<file path="src/rtl/nibble_serial_adder_pkg.sv">
// Shared constants for the nibble-serial adder: datapath slice width and
// the state encoding of the sequencing FSM.
package nibble_serial_adder_pkg;

    localparam int unsigned NIBBLE_W = 4;

    localparam logic [1:0] IDLE = 2'd0;
    localparam logic [1:0] RUN  = 2'd1;
    localparam logic [1:0] DONE = 2'd2;

endpackage

</file>
<file path="src/rtl/nibble_serial_adder_bit_adder.sv">
// bit_adder: combinational 4-bit ripple-carry adder.
// Ports:
//   a_i, b_i  - nibble operands
//   c0_i      - carry into bit 0
//   s_o       - nibble sum
//   c4_o      - carry out of bit 3
module bit_adder
    import nibble_serial_adder_pkg::*;
(
    input  logic [NIBBLE_W-1:0] a_i,
    input  logic [NIBBLE_W-1:0] b_i,
    input  logic                c0_i,
    output logic [NIBBLE_W-1:0] s_o,
    output logic                c4_o
);

    logic [NIBBLE_W:0] carry;

    // Full-adder chain, one bit at a time.
    always_comb begin
        carry    = '0;
        s_o      = '0;
        carry[0] = c0_i;
        for (int i = 0; i < int'(NIBBLE_W); i++) begin
            s_o[i]       = a_i[i] ^ b_i[i] ^ carry[i];
            carry[i + 1] = (a_i[i] & b_i[i]) | (carry[i] & (a_i[i] ^ b_i[i]));
        end
    end

    assign c4_o = carry[NIBBLE_W];

endmodule

</file>
<file path="src/rtl/nibble_serial_adder.sv">
// nibble_serial_adder: WIDTH-bit adder built from one 4-bit adder stage,
// processing one nibble per cycle (LSB nibble first) with the inter-nibble
// carry held in a register.
// Ports:
//   CLK, RST             - clock, asynchronous active-high reset
//   A, B, CIN            - operands, sampled when IN_VALID && IN_READY
//   IN_VALID, IN_READY   - input handshake
//   S, COUT              - {COUT,S} = A + B + CIN, valid with OUT_VALID
//   OUT_VALID, OUT_READY - output handshake
module nibble_serial_adder
    import nibble_serial_adder_pkg::*;
#(
    parameter int unsigned WIDTH = 16
) (
    input  logic             CLK,
    input  logic             RST,
    input  logic [WIDTH-1:0] A,
    input  logic [WIDTH-1:0] B,
    input  logic             CIN,
    input  logic             IN_VALID,
    output logic             IN_READY,
    output logic [WIDTH-1:0] S,
    output logic             COUT,
    output logic             OUT_VALID,
    input  logic             OUT_READY
);

    localparam int unsigned NIBBLES = WIDTH / NIBBLE_W;
    localparam int unsigned CNT_W   = (NIBBLES > 1) ? $clog2(NIBBLES) : 1;

    if ((WIDTH % NIBBLE_W) != 0 || WIDTH < NIBBLE_W) begin : g_width_check
        $fatal(1, "nibble_serial_adder: WIDTH must be a non-zero multiple of 4");
    end

    logic [1:0]          state_q, state_d;
    logic [WIDTH-1:0]    a_q, a_d;
    logic [WIDTH-1:0]    b_q, b_d;
    logic [WIDTH-1:0]    sum_q, sum_d;
    logic                carry_q, carry_d;
    logic [CNT_W-1:0]    cnt_q, cnt_d;
    logic [NIBBLE_W-1:0] add_s;
    logic                add_c4;

    // The single shared nibble adder always sees the low nibbles.
    bit_adder u_bit_adder (
        .a_i  (a_q[NIBBLE_W-1:0]),
        .b_i  (b_q[NIBBLE_W-1:0]),
        .c0_i (carry_q),
        .s_o  (add_s),
        .c4_o (add_c4)
    );

    // State and datapath registers.
    always_ff @(posedge CLK or posedge RST) begin
        if (RST) begin
            state_q <= IDLE;
            a_q     <= '0;
            b_q     <= '0;
            sum_q   <= '0;
            carry_q <= 1'b0;
            cnt_q   <= '0;
        end else begin
            state_q <= state_d;
            a_q     <= a_d;
            b_q     <= b_d;
            sum_q   <= sum_d;
            carry_q <= carry_d;
            cnt_q   <= cnt_d;
        end
    end

    // Next-state and datapath update.
    always_comb begin
        state_d = state_q;
        a_d     = a_q;
        b_d     = b_q;
        sum_d   = sum_q;
        carry_d = carry_q;
        cnt_d   = cnt_q;
        case (state_q)
            IDLE: begin
                if (IN_VALID) begin
                    a_d     = A;
                    b_d     = B;
                    carry_d = CIN;
                    cnt_d   = '0;
                    state_d = RUN;
                end
            end
            RUN: begin
                // New nibble enters at the top; after NIBBLES shifts the
                // first nibble has reached bit 0.
                sum_d   = (sum_q >> NIBBLE_W) | (WIDTH'(add_s) << (WIDTH - NIBBLE_W));
                a_d     = a_q >> NIBBLE_W;
                b_d     = b_q >> NIBBLE_W;
                carry_d = add_c4;
                cnt_d   = cnt_q + CNT_W'(1);
                if (cnt_q == CNT_W'(NIBBLES - 1)) begin
                    state_d = DONE;
                end
            end
            DONE: begin
                if (OUT_READY) begin
                    state_d = IDLE;
                end
            end
            default: begin
                state_d = IDLE;
            end
        endcase
    end

    assign S         = sum_q;
    assign COUT      = carry_q;
    assign OUT_VALID = (state_q == DONE);
    assign IN_READY  = (state_q == IDLE);

endmodule
</file>
<file path="config.mk">
export PLATFORM = sky130hd
export DESIGN_NAME = nibble_serial_adder
export DESIGN_NICKNAME = d
export VERILOG_FILES = /design/src/rtl/nibble_serial_adder_pkg.sv /design/src/rtl/nibble_serial_adder_bit_adder.sv /design/src/rtl/nibble_serial_adder.sv
export SDC_FILE = /design/constraint.sdc
export NUM_CORES = 1
export LEC_CHECK = 0
export BUFFER_PORTS_ARGS = -buffer_cell sky130_fd_sc_hd__buf_2
export CORE_ASPECT_RATIO = 0.7
export CORE_MARGIN = 1
export CORE_UTILIZATION = 30
export DETAILED_ROUTE_END_ITERATION = 10
export PLACE_DENSITY = 0.59
export SETUP_SLACK_MARGIN = 0.05
export SYNTH_ARGS = -nofsm -noshare
export SYNTH_HDL_FRONTEND = slang
export SYNTH_HIERARCHICAL = 1
export SYNTH_SLANG_ARGS = --single-unit
</file>
<file path="constraint.sdc">
create_clock -name CLK -period 2.2 [get_ports CLK]
set_input_delay 0.22 -clock CLK [delete_from_list [all_inputs] [get_ports CLK]]
set_output_delay 0.22 -clock CLK [all_outputs]
set_load 0.01 [all_outputs]
</file>
**After elaboration in Yosys (flattened, before gate mapping)**

Index checks and enable logic that the tools add are counted.

- Add/sub/neg operators: 1
- Eq/ne operators: 6
- Reductions and logical operators: 4
- Multiplexer cells: 12
- Bitwise gates (word level): 21

Operators by type and width:

| kind | count |
|---|---|
| 16-bit one-hot mux with 2 select lines | 2 |
| 16-bit two-way mux | 2 |
| 12-bit by 16-bit bitwise OR with 16-bit output | 1 |
| 1-bit AND | 8 |
| 2-bit two-way mux | 4 |
| 1-bit bitwise XOR | 8 |
| 2-bit one-hot mux with 3 select lines | 1 |
| 2-bit == test (second input constant) | 2 |
| 2-bit inequality test (second input constant) | 2 |
| 1-bit bitwise OR | 4 |
| 2-bit one-hot mux with 2 select lines | 1 |
| 3-bit AND reduction | 1 |
| 2-bit by 1-bit adder with 2-bit output (second input constant) | 1 |
| 2-bit by 1-bit == test with 1-bit output (second input constant) | 1 |
| 2-bit logical NOT | 1 |
| 2-bit by 1-bit inequality test with 1-bit output (second input constant) | 1 |
| 1-bit one-hot mux with 2 select lines | 1 |
| 2-bit AND reduction | 1 |
| 2-bit nonzero test | 1 |
| 1-bit two-way mux | 1 |

- Logic and storage cells: 50
- Output and inout bits: 19
- Register bits: 53
- Input bits: 37

**Depth between registers and ports, before layout**

Gate-level depths: netlist of the first run.

- Depth after elaboration: 10
- Depth in mapped cells: 10
- Depth with buffers taken out: 10

**By module**

Netlist of the first run, hierarchy kept.

By module, submodules not included:

| module | sequential area each (um^2) | area each (um^2) | cells an instance | times used |
|---|---|---|---|---|
| nibble_serial_adder | 1326.3 | 2309.7 | 198 | 1 |
| bit_adder | 0.0 | 117.6 | 14 | 1 |

**Least setup slack after synthesis of the first run**

OpenSTA, ideal clock, no wires.

- Kind: register to register
- From: register carry_q, in the netlist COUT
- To: register sum_q[15], in the netlist S[15]
- Path buffers: 0
- Arrival time: 1974 ps
- Setup time: 125 ps
- Path slack: 101 ps
- Clock period less this slack: 2099 ps
- Stages on the path, launching flop included: 10
- Required time: 2075 ps
- Cells stage by stage: dfrtp_1 > fa_1 > inv_1 > fa_1 > inv_1 > fa_1 > inv_1 > fa_1 > inv_1 > mux2_2

- Cells in the longest elaborated chain, start to end: 8

Ends and longest elaborated chain:

| item | RTL line | RTL |
|---|---|---|
| start: declaration | nibble_serial_adder.sv:39 | `logic carry_q, carry_d;` |
| start signal: assignment | nibble_serial_adder.sv:67 | `carry_q <= carry_d;` |
| 1-bit AND | nibble_serial_adder_bit_adder.sv:26 | `carry[i + 1] = (a_i[i] & b_i[i]) \| (carry[i] & (a_i[i] ^ b_i[i]));` |
| 1-bit bitwise OR | nibble_serial_adder_bit_adder.sv:26 |  |
| 1-bit AND | nibble_serial_adder_bit_adder.sv:26 |  |
| 1-bit bitwise OR | nibble_serial_adder_bit_adder.sv:26 |  |
| 1-bit AND | nibble_serial_adder_bit_adder.sv:26 |  |
| 1-bit bitwise OR | nibble_serial_adder_bit_adder.sv:26 |  |
| 1-bit bitwise XOR | nibble_serial_adder_bit_adder.sv:25 | `s_o[i] = a_i[i] ^ b_i[i] ^ carry[i];` |
| net add_s[3] | nibble_serial_adder.sv:41 | `logic [NIBBLE_W-1:0] add_s;` |
| 12-bit by 16-bit bitwise OR with 16-bit output | nibble_serial_adder.sv:93 | `sum_d = (sum_q >> NIBBLE_W) \| (WIDTH'(add_s) << (WIDTH - NIBBLE_W));` |
| end signal: assignment | nibble_serial_adder.sv:66 | `sum_q <= sum_d;` |
| end: declaration | nibble_serial_adder.sv:38 | `logic [WIDTH-1:0] sum_q, sum_d;` |

The timed path passes the listed nets, and every way through them passes these cells.
A chain may end at the register's enable or synchronous reset.

**Final worst setup path of the first run**

- From: register a_q[0]
- To: register sum_q[15], in the netlist S[15]

- Cells in the longest elaborated chain, start to end: 9
- Elaborated cells on any way between the ends: 10
- Classes of those cells: 10 x bitwise

Ends and longest elaborated chain:

| item | RTL line | RTL |
|---|---|---|
| start: declaration | nibble_serial_adder.sv:36 | `logic [WIDTH-1:0] a_q, a_d;` |
| start signal: assignment | nibble_serial_adder.sv:57 | `a_q <= '0;` |
| start signal: assignment | nibble_serial_adder.sv:64 | `a_q <= a_d;` |
| 1-bit bitwise XOR | nibble_serial_adder_bit_adder.sv:26 |  |
| 1-bit AND | nibble_serial_adder_bit_adder.sv:26 |  |
| 1-bit bitwise OR (*) | nibble_serial_adder_bit_adder.sv:26 |  |
| 1-bit AND (*) | nibble_serial_adder_bit_adder.sv:26 |  |
| 1-bit bitwise OR (*) | nibble_serial_adder_bit_adder.sv:26 |  |
| 1-bit AND (*) | nibble_serial_adder_bit_adder.sv:26 |  |
| 1-bit bitwise OR (*) | nibble_serial_adder_bit_adder.sv:26 |  |
| 1-bit bitwise XOR (*) | nibble_serial_adder_bit_adder.sv:25 |  |
| net add_s[3] | nibble_serial_adder.sv:41 |  |
| 12-bit by 16-bit bitwise OR with 16-bit output (*) | nibble_serial_adder.sv:93 |  |

The timed path passes the listed nets; every way through them passes the cells marked *.

==> results of run 1 <==
## worst min path at each step
stage / start / endpoint / cells past startpoint
2_1_floorplan: OUT_READY / state_q[1] / 1
3_3_place_gp: RST / a_q[5] / 2
3_5_place_dp: RST / a_q[4] / 2
4_1_cts: OUT_READY / state_q[1] / 2
5_1_grt: OUT_READY / state_q[1] / 2
6_report: OUT_READY / state_q[1] / 2
## cell type report
class	count	area, um2
fillers	786	4818
flip-flops and latches	53	1326
multi-input cells	129	960.9
repair buffers	67	380.4
clock buffers	6	138.9
well taps	101	126.4
inverters	13	48.80
clock inverters	2	37.54
## repair_timing
item	4_1_cts	5_1_grt
setup endpoints to repair	1	1
setup buffers	3	0
pin swaps	0	1
hold buffers	1	0
hold endpoints to repair	14	0
resized for setup	1	4
## worst register-to-register path, cell delays in order (launching register included)
cell and delay, ns:
dfrtp_1 0.38, fa_2 0.21, inv_2 0.04, fa_2 0.32, inv_2 0.06, fa_2 0.17, inv_1 0.04, fa_1 0.47
inv_1 0.03, mux2_2 0.25
## layout by cell type (no fill, tap or decap), drive strengths merged, types with 2 or more instances in the layout
cell	netlist	layout
nand2b	2	2
nor2b	2	2
o21ai	11	11
dfrtp	53	53
nor2	5	5
o22ai	48	48
a21oi	25	25
inv	12	12
clkbuf	4	6
fa	4	4
mux2	16	16
nand2	6	6
buf	13	66
a32o	4	4
## metal layers
metal	routed length (um)	global-route usage, %	vias to the layer above	part of all wire (%)
met4	22	3.600	0	0.38
li1	-	-	904	-
met1	3060	23.81	934	52
met2	2424	20.50	54	41
met5	0	0	-	0
met3	343	3.146	3	5.9
## power breakdown
group          switching (mW)  total [mW]  internal [mW]
clock                   0.343       0.911          0.568
sequential              0.396        1.86           1.47
combinational            1.04        2.17           1.13
total                    1.78        4.94           3.16
## kinds of logic after synthesis
kind of cell	Yosys count	synth area share [%]
compound gates	91	22.53
fa+ha+maj	5	3.814
flops	53	54.64
buf+inv	30	6.185
mux	16	9.587
simple gates	17	3.247
## stage by stage
| step | utilization (%) | worst slack, ns | hold WS (ns) | instance area [um2] | instances |
|---|---|---|---|---|---|
| after floorplan | - | 0.1008 | 0.3063 | 2427 | 212 |
| after global placement | 35.76 | 0.06875 | 0.2130 | 2803 | 359 |
| after detailed placement | 35.76 | 0.03167 | 0.2148 | 2803 | 359 |
| after CTS | 38.46 | 0.06033 | 0.09927 | 3014 | 371 |
| after global routing | 38.52 | 0.01593 | 0.1000 | 3019 | 371 |
| final | 38.52 | 0.1081 | 0.1048 | 3019 | 371 |
## flip-flops by register name (all words and copies together) (netlist names)
signal   cells
S           16
a_q         16
b_q         16
cnt_q        2
state_q      2
COUT         1
==> flow_metrics.env, run 1 <==
export IMPL_io_buffers=55
export IMPL_grt_max_degree=32
export IMPL_pin_count=56
export IMPL_grt_pass1_wl_mm=9.818
export IMPL_globalplace_congestion=0.7861
export IMPL_antenna_found_initial=0
export IMPL_cpPeakStageDelay_ns=0.47
export IMPL_maxCapViolations=0
export IMPL_synthToLayoutAreaGrowth_pct=24.38
export IMPL_cts_tree="done"
export IMPL_crit_family="adder cells"
export IMPL_crit_required_ns=2.37
export IMPL_synth_edf_count=0
export IMPL_p_per_area_nw_per_um2=1638
export IMPL_crit_buf_inv=4
export IMPL_fin_skew_ns=0.007039
export IMPL_initial_utilization_pct=30.97
export IMPL_syn_nets=254
export IMPL_worstReg2RegEnd="S[15]"
export IMPL_relSlewSlack_pct=63.25
export IMPL_regToRegSetupSlack_ns=0.11
export IMPL_cp_end_kind="flip-flop"
export IMPL_dieArea_um2=8461
export IMPL_postRouteAntennaNets=0
export IMPL_setup_tns_ns=0
export IMPL_critPathLaunchType="flip-flop"
export IMPL_tightest_slew_ns=0.5501
export IMPL_hp_class="in2reg"
export IMPL_drive_above_1_share_pct=36.67
export IMPL_critPathMaxFanout=2
export IMPL_drt_pass1_iterations=4
export IMPL_total_power_mw=4.945
export IMPL_synth_avg_cell_area_um2=11.45
export IMPL_clk_pin_slew_ns=0.07
export IMPL_rsz0062_at_grt="yes"
export IMPL_outcome="finished clean"
export IMPL_synth_ff_type="dfrtp_1"
export IMPL_post_route_drc_count=0
export IMPL_num_nets_final=311
export IMPL_synth_ff_latch_count=53
export IMPL_fmax_ghz=0.4780
export IMPL_fp_row_count=27
export IMPL_cts_buffers=5
export IMPL_cts_buffer_depth=2
export IMPL_worstRegToRegCells=9
export IMPL_crit_cells=9
export IMPL_vias=1895
export IMPL_critPathSlowestCell="fa_1"
export IMPL_netlist_instances=212
export IMPL_yosysMostFrequentCell="dfrtp_1"
export IMPL_worstSetupStartpoint="a_q[0]"
export IMPL_ir_worst_vdd_mv=0.5255
export IMPL_via_per_inst=5.108
export IMPL_clock_latency_ns=0.29
export IMPL_fp_dieW_um=109.5
export IMPL_synthTopCellsByArea="dfrtp_1, o22ai_1, mux2_4"
export IMPL_n_antenna_cell=0
export IMPL_synth_top_area_share_pct=54.64
export IMPL_grtUsageTotal_pct=15.07
export IMPL_grt_pass1_vias=1906
export IMPL_final_setup_viol_count=0
export IMPL_min_period_ns=2.092
export IMPL_critPathMostFrequentCell="fa_2"
export IMPL_yosysUniqueCellTypes=26
export IMPL_wl_per_cell_um=15.77
export IMPL_critical_path_arrival_ns=2.27
export IMPL_cts_root_buf="clkbuf_16"
export IMPL_wirelength_mm=5.850
export IMPL_drv_slew=0
export IMPL_yosys_area_top_type="dfrtp_1"
export IMPL_dp_hpwl_mm=4.194
export IMPL_crit_end="S[15]"
export IMPL_grt_ovfl_total=0
export IMPL_coreArea_um2=7838
export IMPL_setup_worst_path_class="reg2reg"
export IMPL_r2r_start="a_q[0]"
export IMPL_synth_area_um2=2427
export IMPL_cp_cell_sequence="fa_2 > inv_2 > fa_2 > inv_2 > fa_2 > inv_1 > fa_1 > inv_1 > mux2_2"
export IMPL_p_leak_nw=1.373
export IMPL_hold_viol_final=0
export IMPL_cts_sinks=53
export IMPL_htreeDepth=2
export IMPL_fp_dieH_um=77.26
export IMPL_synth_commonest_cells="dfrtp_1, o22ai_1, a21oi_1"
export IMPL_drtIter0Drc=88
export IMPL_yosys_warnings=6
export IMPL_fin_crit_sh_pct=95.09
export IMPL_ys_seq_area_share_pct=54.64
export IMPL_synthArstFlopShare_pct=100.0
Note: power is estimated with default switching activity, not from simulation.
==> inputs of run 2 (changes only) <==
--- a/config.mk
+++ b/config.mk
@@ -8,9 +8,10 @@
 export BUFFER_PORTS_ARGS = -buffer_cell sky130_fd_sc_hd__buf_2
 export CORE_ASPECT_RATIO = 0.7
 export CORE_MARGIN = 1
-export CORE_UTILIZATION = 30
+export CORE_UTILIZATION = 45
+export CTS_BUF_LIST = sky130_fd_sc_hd__clkbuf_16
 export DETAILED_ROUTE_END_ITERATION = 10
-export PLACE_DENSITY = 0.59
+export PLACE_DENSITY = 0.79
 export SETUP_SLACK_MARGIN = 0.05
 export SYNTH_ARGS = -nofsm -noshare
 export SYNTH_HDL_FRONTEND = slang
==> run 2 against run 1 <==
Compared with the run above:
- clock-buffer cell count decreased by 1
- fmax decreased by 1.8%
- utilization increased by 21 points
- via count increased by 1.0%
- sequential share of layout area increased by 0.85 points
- sequential power about the same
- global-route usage increased by 5.6 points
- clock skew decreased by 0.0015 ns
==> flow_metrics.env, run 2 (same netlist as run 1, synthesis figures left out) <==
export IMPL_grtUsageTotal_pct=20.63
export IMPL_fin_crit_sh_pct=96.79
export IMPL_fin_ws_ns=0.07061
export IMPL_grt_max_degree=29
export IMPL_setup_worst_path_class="reg2reg"
export IMPL_antenna_found_initial=0
export IMPL_hp_class="in2reg"
export IMPL_pin_count=56
export IMPL_layout_common_cells="buf_2, dfrtp_1, o22ai_1"
export IMPL_grt_pass1_wl_mm=9.239
export IMPL_htreeDepth=2
export IMPL_io_buffers=55
export IMPL_initial_utilization_pct=48.62
export IMPL_setup_tns_ns=0
export IMPL_cts_sinks=53
export IMPL_grt_pass1_vias=1877
export IMPL_layout_commonest_cell="buf_2"
export IMPL_crit_required_ns=2.38
export IMPL_cp_end_kind="flip-flop"
export IMPL_cts_tree="done"
export IMPL_cts_buffer_depth=2
export IMPL_via_per_inst=5.629
export IMPL_critPathLaunchType="flip-flop"
export IMPL_dp_hpwl_mm=3.885
export IMPL_num_nets_final=312
export IMPL_globalplace_congestion=0.8105
export IMPL_total_power_mw=4.858
export IMPL_dieArea_um2=5696
export IMPL_wirelength_mm=5.512
export IMPL_clock_latency_ns=0.29
export IMPL_coreArea_um2=4992
export IMPL_final_setup_viol_count=0
export IMPL_post_route_drc_count=0
export IMPL_critPathMaxFanout=2
export IMPL_critical_path_arrival_ns=2.31
export IMPL_cts_root_buf="clkbuf_16"
export IMPL_maxCapViolations=0
export IMPL_dp_slack_ns=0.03972
export IMPL_hold_viol_final=0
export IMPL_n_antenna_cell=0
export IMPL_grt_ovfl_total=0
export IMPL_p_leak_nw=1.367
export IMPL_drive_above_1_share_pct=37.27
export IMPL_fin_util_pct=59.32
export IMPL_tightest_slew_ns=0.4967
export IMPL_ir_worst_vdd_mv=0.6331
export IMPL_fmax_ghz=0.4696
export IMPL_p_per_area_nw_per_um2=1640
export IMPL_drv_slew=0
export IMPL_cts_buffers=5
export IMPL_place_area_um2=2778
export IMPL_min_period_ns=2.129
export IMPL_relSlewSlack_pct=66.84
export IMPL_drt_pass1_iterations=4
export IMPL_drtIter0Drc=115
export IMPL_fin_skew_ns=0.005496
export IMPL_clk_pin_slew_ns=0.07
export IMPL_fp_dieH_um=63.45
export IMPL_vias=1914
export IMPL_outcome="finished clean"
export IMPL_postRouteAntennaNets=0
export IMPL_synthToLayoutAreaGrowth_pct=22.01
export IMPL_fin_area_um2=2962
export IMPL_fp_row_count=21
export IMPL_fp_dieW_um=89.78
export IMPL_wl_per_cell_um=16.21
export IMPL_rsz0062_at_grt="yes"
-- run 2: final cells by class --
cell class	count	area [um2]
clock buffers	5	125.1
clock inverters	3	26.28
repair buffers	68	387.9
fillers	439	2031
well taps	69	86.33
inverters	13	48.80
multi-input cells	129	960.9
flip-flops and latches	53	1326
-- run 2: worst paths after layout --
check / from / endpoint / slack, ns / cells past startpoint
max in group asynchronous: RST / a_q[10] / 1.18 / 4
worst max-delay path: COUT / S[15] / 0.07 / 9
worst min register to register: a_q[12] / a_q[12] / 0.50 / 1
min in group asynchronous: RST / S[9] / 0.41 / 3
worst max register to register: COUT / S[15] / 0.07 / 9
worst min-delay path: OUT_READY / state_q[1] / 0.11 / 2
-- run 2: report_power, final --
| part | leakage [nW] | switching, mW | internal (mW) |
|---|---|---|---|
| registers | 0.628 | 0.368 | 1.47 |
| clock network | 0.0744 | 0.356 | 0.430 |
| logic | 0.664 | 1.09 | 1.14 |
-- run 2: layer usage --
layer | global-route usage, % | up-vias | wire (um)
li1 | - | 909 | -
met1 | 29.34 | 920 | 2623
met2 | 31.15 | 79 | 2466
met3 | 5.676 | 6 | 374
met4 | 5.533 | 0 | 47
met5 | 0 | - | 0
-- run 2: metrics by stage --
stage | std cells | hold slack (ns)
finish | 340 | 0.1099
global route | 340 | 0.1177
CTS | 340 | 0.1109
detailed placement | 329 | 0.1763
global placement | 329 | 0.1729
floorplan | 212 | 0.3063
-- run 2: timing repair --
action / CTS / global route
setup endpoints to repair: 1 / 1
hold buffers: 1 / 0
hold endpoints to repair: 12 / 0
resized for setup: 2 / 4
buffers inserted: 2 / 0
pin swaps: 0 / 2
-- run 2: worst max-delay path: stages, from the launching register on --
cell and delay [ns]:
dfrtp_1 0.38, fa_2 0.21, inv_2 0.04, fa_2 0.33
inv_2 0.06, fa_2 0.19, inv_2 0.04, fa_1 0.49
inv_1 0.04, mux2_2 0.24
==> inputs of run 3 (changes only) <==
--- a/config.mk
+++ b/config.mk
@@ -6,10 +6,11 @@
 export NUM_CORES = 1
 export LEC_CHECK = 0
 export BUFFER_PORTS_ARGS = -buffer_cell sky130_fd_sc_hd__buf_2
-export CORE_ASPECT_RATIO = 0.7
+export CORE_ASPECT_RATIO = 1.4
 export CORE_MARGIN = 1
 export CORE_UTILIZATION = 45
 export CTS_BUF_LIST = sky130_fd_sc_hd__clkbuf_16
+export CTS_CLUSTER_DIAMETER = 50
 export DETAILED_ROUTE_END_ITERATION = 10
 export PLACE_DENSITY = 0.79
 export SETUP_SLACK_MARGIN = 0.05
==> run 3 against run 2 <==
Compared with the run above:
- sequential power is essentially flat
- global-route usage decreased by 0.42 points
- critical path depth unchanged
- fmax shrank 1.8%
- register-to-register slack lost 0.04 ns
- design area decreased by 0.46%
- worst hold slack lost 0.016 ns
==> flow_metrics.env, run 3 (same netlist as run 1, synthesis figures left out) <==
export IMPL_outcome="finished clean"
export IMPL_setup_worst_path_class="reg2reg"
export IMPL_dieArea_um2=5696
export IMPL_fin_area_um2=2948
export IMPL_hold_path_startpoint="OUT_READY"
export IMPL_critical_path_arrival_ns=2.40
export IMPL_cts_tree="done"
export IMPL_fin_crit_sh_pct=98.52
export IMPL_drtIter0Drc=85
export IMPL_tightest_slew_ns=0.6646
export IMPL_vias=1926
export IMPL_n_antenna_cell=0
export IMPL_htreeDepth=2
export IMPL_cp_cell_sequence="fa_2 > inv_2 > fa_2 > inv_2 > fa_2 > inv_2 > fa_1 > inv_1 > mux2_2"
export IMPL_fp_row_count=31
export IMPL_relSlewSlack_pct=55.69
export IMPL_drt_pass1_iterations=4
export IMPL_grtUsageTotal_pct=20.22
export IMPL_r2r_start="a_q[0]"
export IMPL_sw_frac_of_total_pct=36.03
export IMPL_internal_power_mw=3.128
export IMPL_final_setup_viol_count=0
export IMPL_place_area_um2=2751
export IMPL_synthToLayoutAreaGrowth_pct=21.44
export IMPL_crit_cells=9
export IMPL_drv_slew=0
export IMPL_setup_tns_ns=0
export IMPL_fp_dieH_um=88.90
export IMPL_crit_family="adder cells"
export IMPL_worstRegToRegCells=9
export IMPL_fin_util_pct=56.72
export IMPL_fin_ws_ns=0.03247
export IMPL_hold_viol_final=0
export IMPL_layout_common_cells="buf_2, dfrtp_1, o22ai_1"
export IMPL_wl_per_cell_um=15.66
export IMPL_fmax_ghz=0.4614
export IMPL_comb_power_share_pct=44.4
export IMPL_coreArea_um2=5197
export IMPL_cts_buffer_depth=2
export IMPL_grt_pass1_vias=1876
export IMPL_critPathMaxFanout=2
export IMPL_io_buffers=55
export IMPL_fp_dieW_um=64.07
export IMPL_pin_count=56
export IMPL_initial_utilization_pct=46.70
export IMPL_clock_latency_ns=0.29
export IMPL_p_leak_nw=1.357
export IMPL_globalplace_congestion=0.7831
export IMPL_crit_end="S[15]"
export IMPL_cts_sinks=53
export IMPL_dp_hpwl_mm=3.538
export IMPL_regToRegSetupSlack_ns=0.03
export IMPL_grt_pass1_wl_mm=8.721
export IMPL_clk_pin_slew_ns=0.07
export IMPL_ir_worst_vdd_mv=0.9959
export IMPL_p_switching_mw=1.762
export IMPL_critPathLaunchType="flip-flop"
export IMPL_num_nets_final=309
export IMPL_drive_above_1_share_pct=36.57
export IMPL_cpPeakStageDelay_ns=0.41
export IMPL_post_route_drc_count=0
export IMPL_maxCapViolations=0
export IMPL_ctsHoldBuffers=0
export IMPL_crit_required_ns=2.43
export IMPL_critPathSlowestCell="dfrtp_1"
export IMPL_crit_buf_inv=4
export IMPL_layout_commonest_cell="buf_2"
export IMPL_cp_end_kind="flip-flop"
export IMPL_via_per_inst=5.766
export IMPL_worstSetupStartpoint="a_q[0]"
export IMPL_power_frac_clock_pct=17.7
export IMPL_dp_slack_ns=0.008200
export IMPL_rsz0062_at_grt="yes"
export IMPL_seq_power_share_pct=38.0
export IMPL_fin_skew_ns=0.006207
export IMPL_wirelength_mm=5.229
export IMPL_total_power_mw=4.890
export IMPL_cts_root_buf="clkbuf_16"
export IMPL_cts_buffers=5
export IMPL_p_per_area_nw_per_um2=1659
export IMPL_grt_ovfl_total=0
export IMPL_hp_class="in2reg"
export IMPL_postRouteAntennaNets=0
export IMPL_min_period_ns=2.168
export IMPL_antenna_found_initial=0
export IMPL_worstReg2RegEnd="S[15]"
export IMPL_grt_max_degree=54
run 3: power groups by stage:
stage,clock network (mW),logic (mW),registers [mW]
floorplan,0,1.59,1.84
global placement,0,2.03,1.84
detailed placement,0,2.10,1.88
CTS,0.884,2.17,1.85
global route,0.924,2.41,1.92
finish,0.864,2.17,1.86
run 3: area by class of cell:
type / instances / area, um2
clock buffer: 5 / 125.1
clock inverter: 3 / 41.29
fill: 463 / 2250
inverter: 13 / 48.80
multi-input combinational: 129 / 960.9
sequential: 53 / 1326
tap: 66 / 82.58
timing repair buffer: 65 / 362.8
run 3: how the worst min path moves through the flow:
stage	end	slack, ns	cells past startpoint
3_3_place_gp	state_q[1]	0.39	2
5_1_grt	state_q[1]	0.1	2
2_1_floorplan	state_q[1]	0.31	1
6_report	state_q[1]	0.09	2
3_5_place_dp	state_q[1]	0.40	2
4_1_cts	state_q[1]	0.09	2
run 3: stage by stage:
| step | cells | hold slack (ns) |
|---|---|---|
| after floorplan | 212 | 0.3063 |
| after global placement | 323 | 0.3917 |
| after detailed placement | 323 | 0.3989 |
| after CTS | 334 | 0.09112 |
| after global routing | 334 | 0.09784 |
| final | 334 | 0.09345 |
run 3: routing by layer:
layer	GRT usage [%]	up-vias	wire, um
li1	-	898	-
met1	24.63	946	2144
met2	33.46	68	2623
met3	4.592	14	271
met4	10.95	0	189
met5	0	-	0
run 3: repair_timing:
| action | CTS | global route |
|---|---|---|
| endpoints found under the setup margin | 1 | 2 |
| pin swaps | 1 | 3 |
| gates resized for setup | 1 | 5 |
| hold endpoints to repair | 0 | 0 |
| setup buffers | 3 | 0 |
run 3: worst reg2reg max path, delay by kind of cell, from the launching register on:
kind / cells / cell delay (ns)
DFF: 1 / 0.41
adders and majority gates: 4 / 1.33
buffers and inverters: 4 / 0.24
muxes: 1 / 0.13
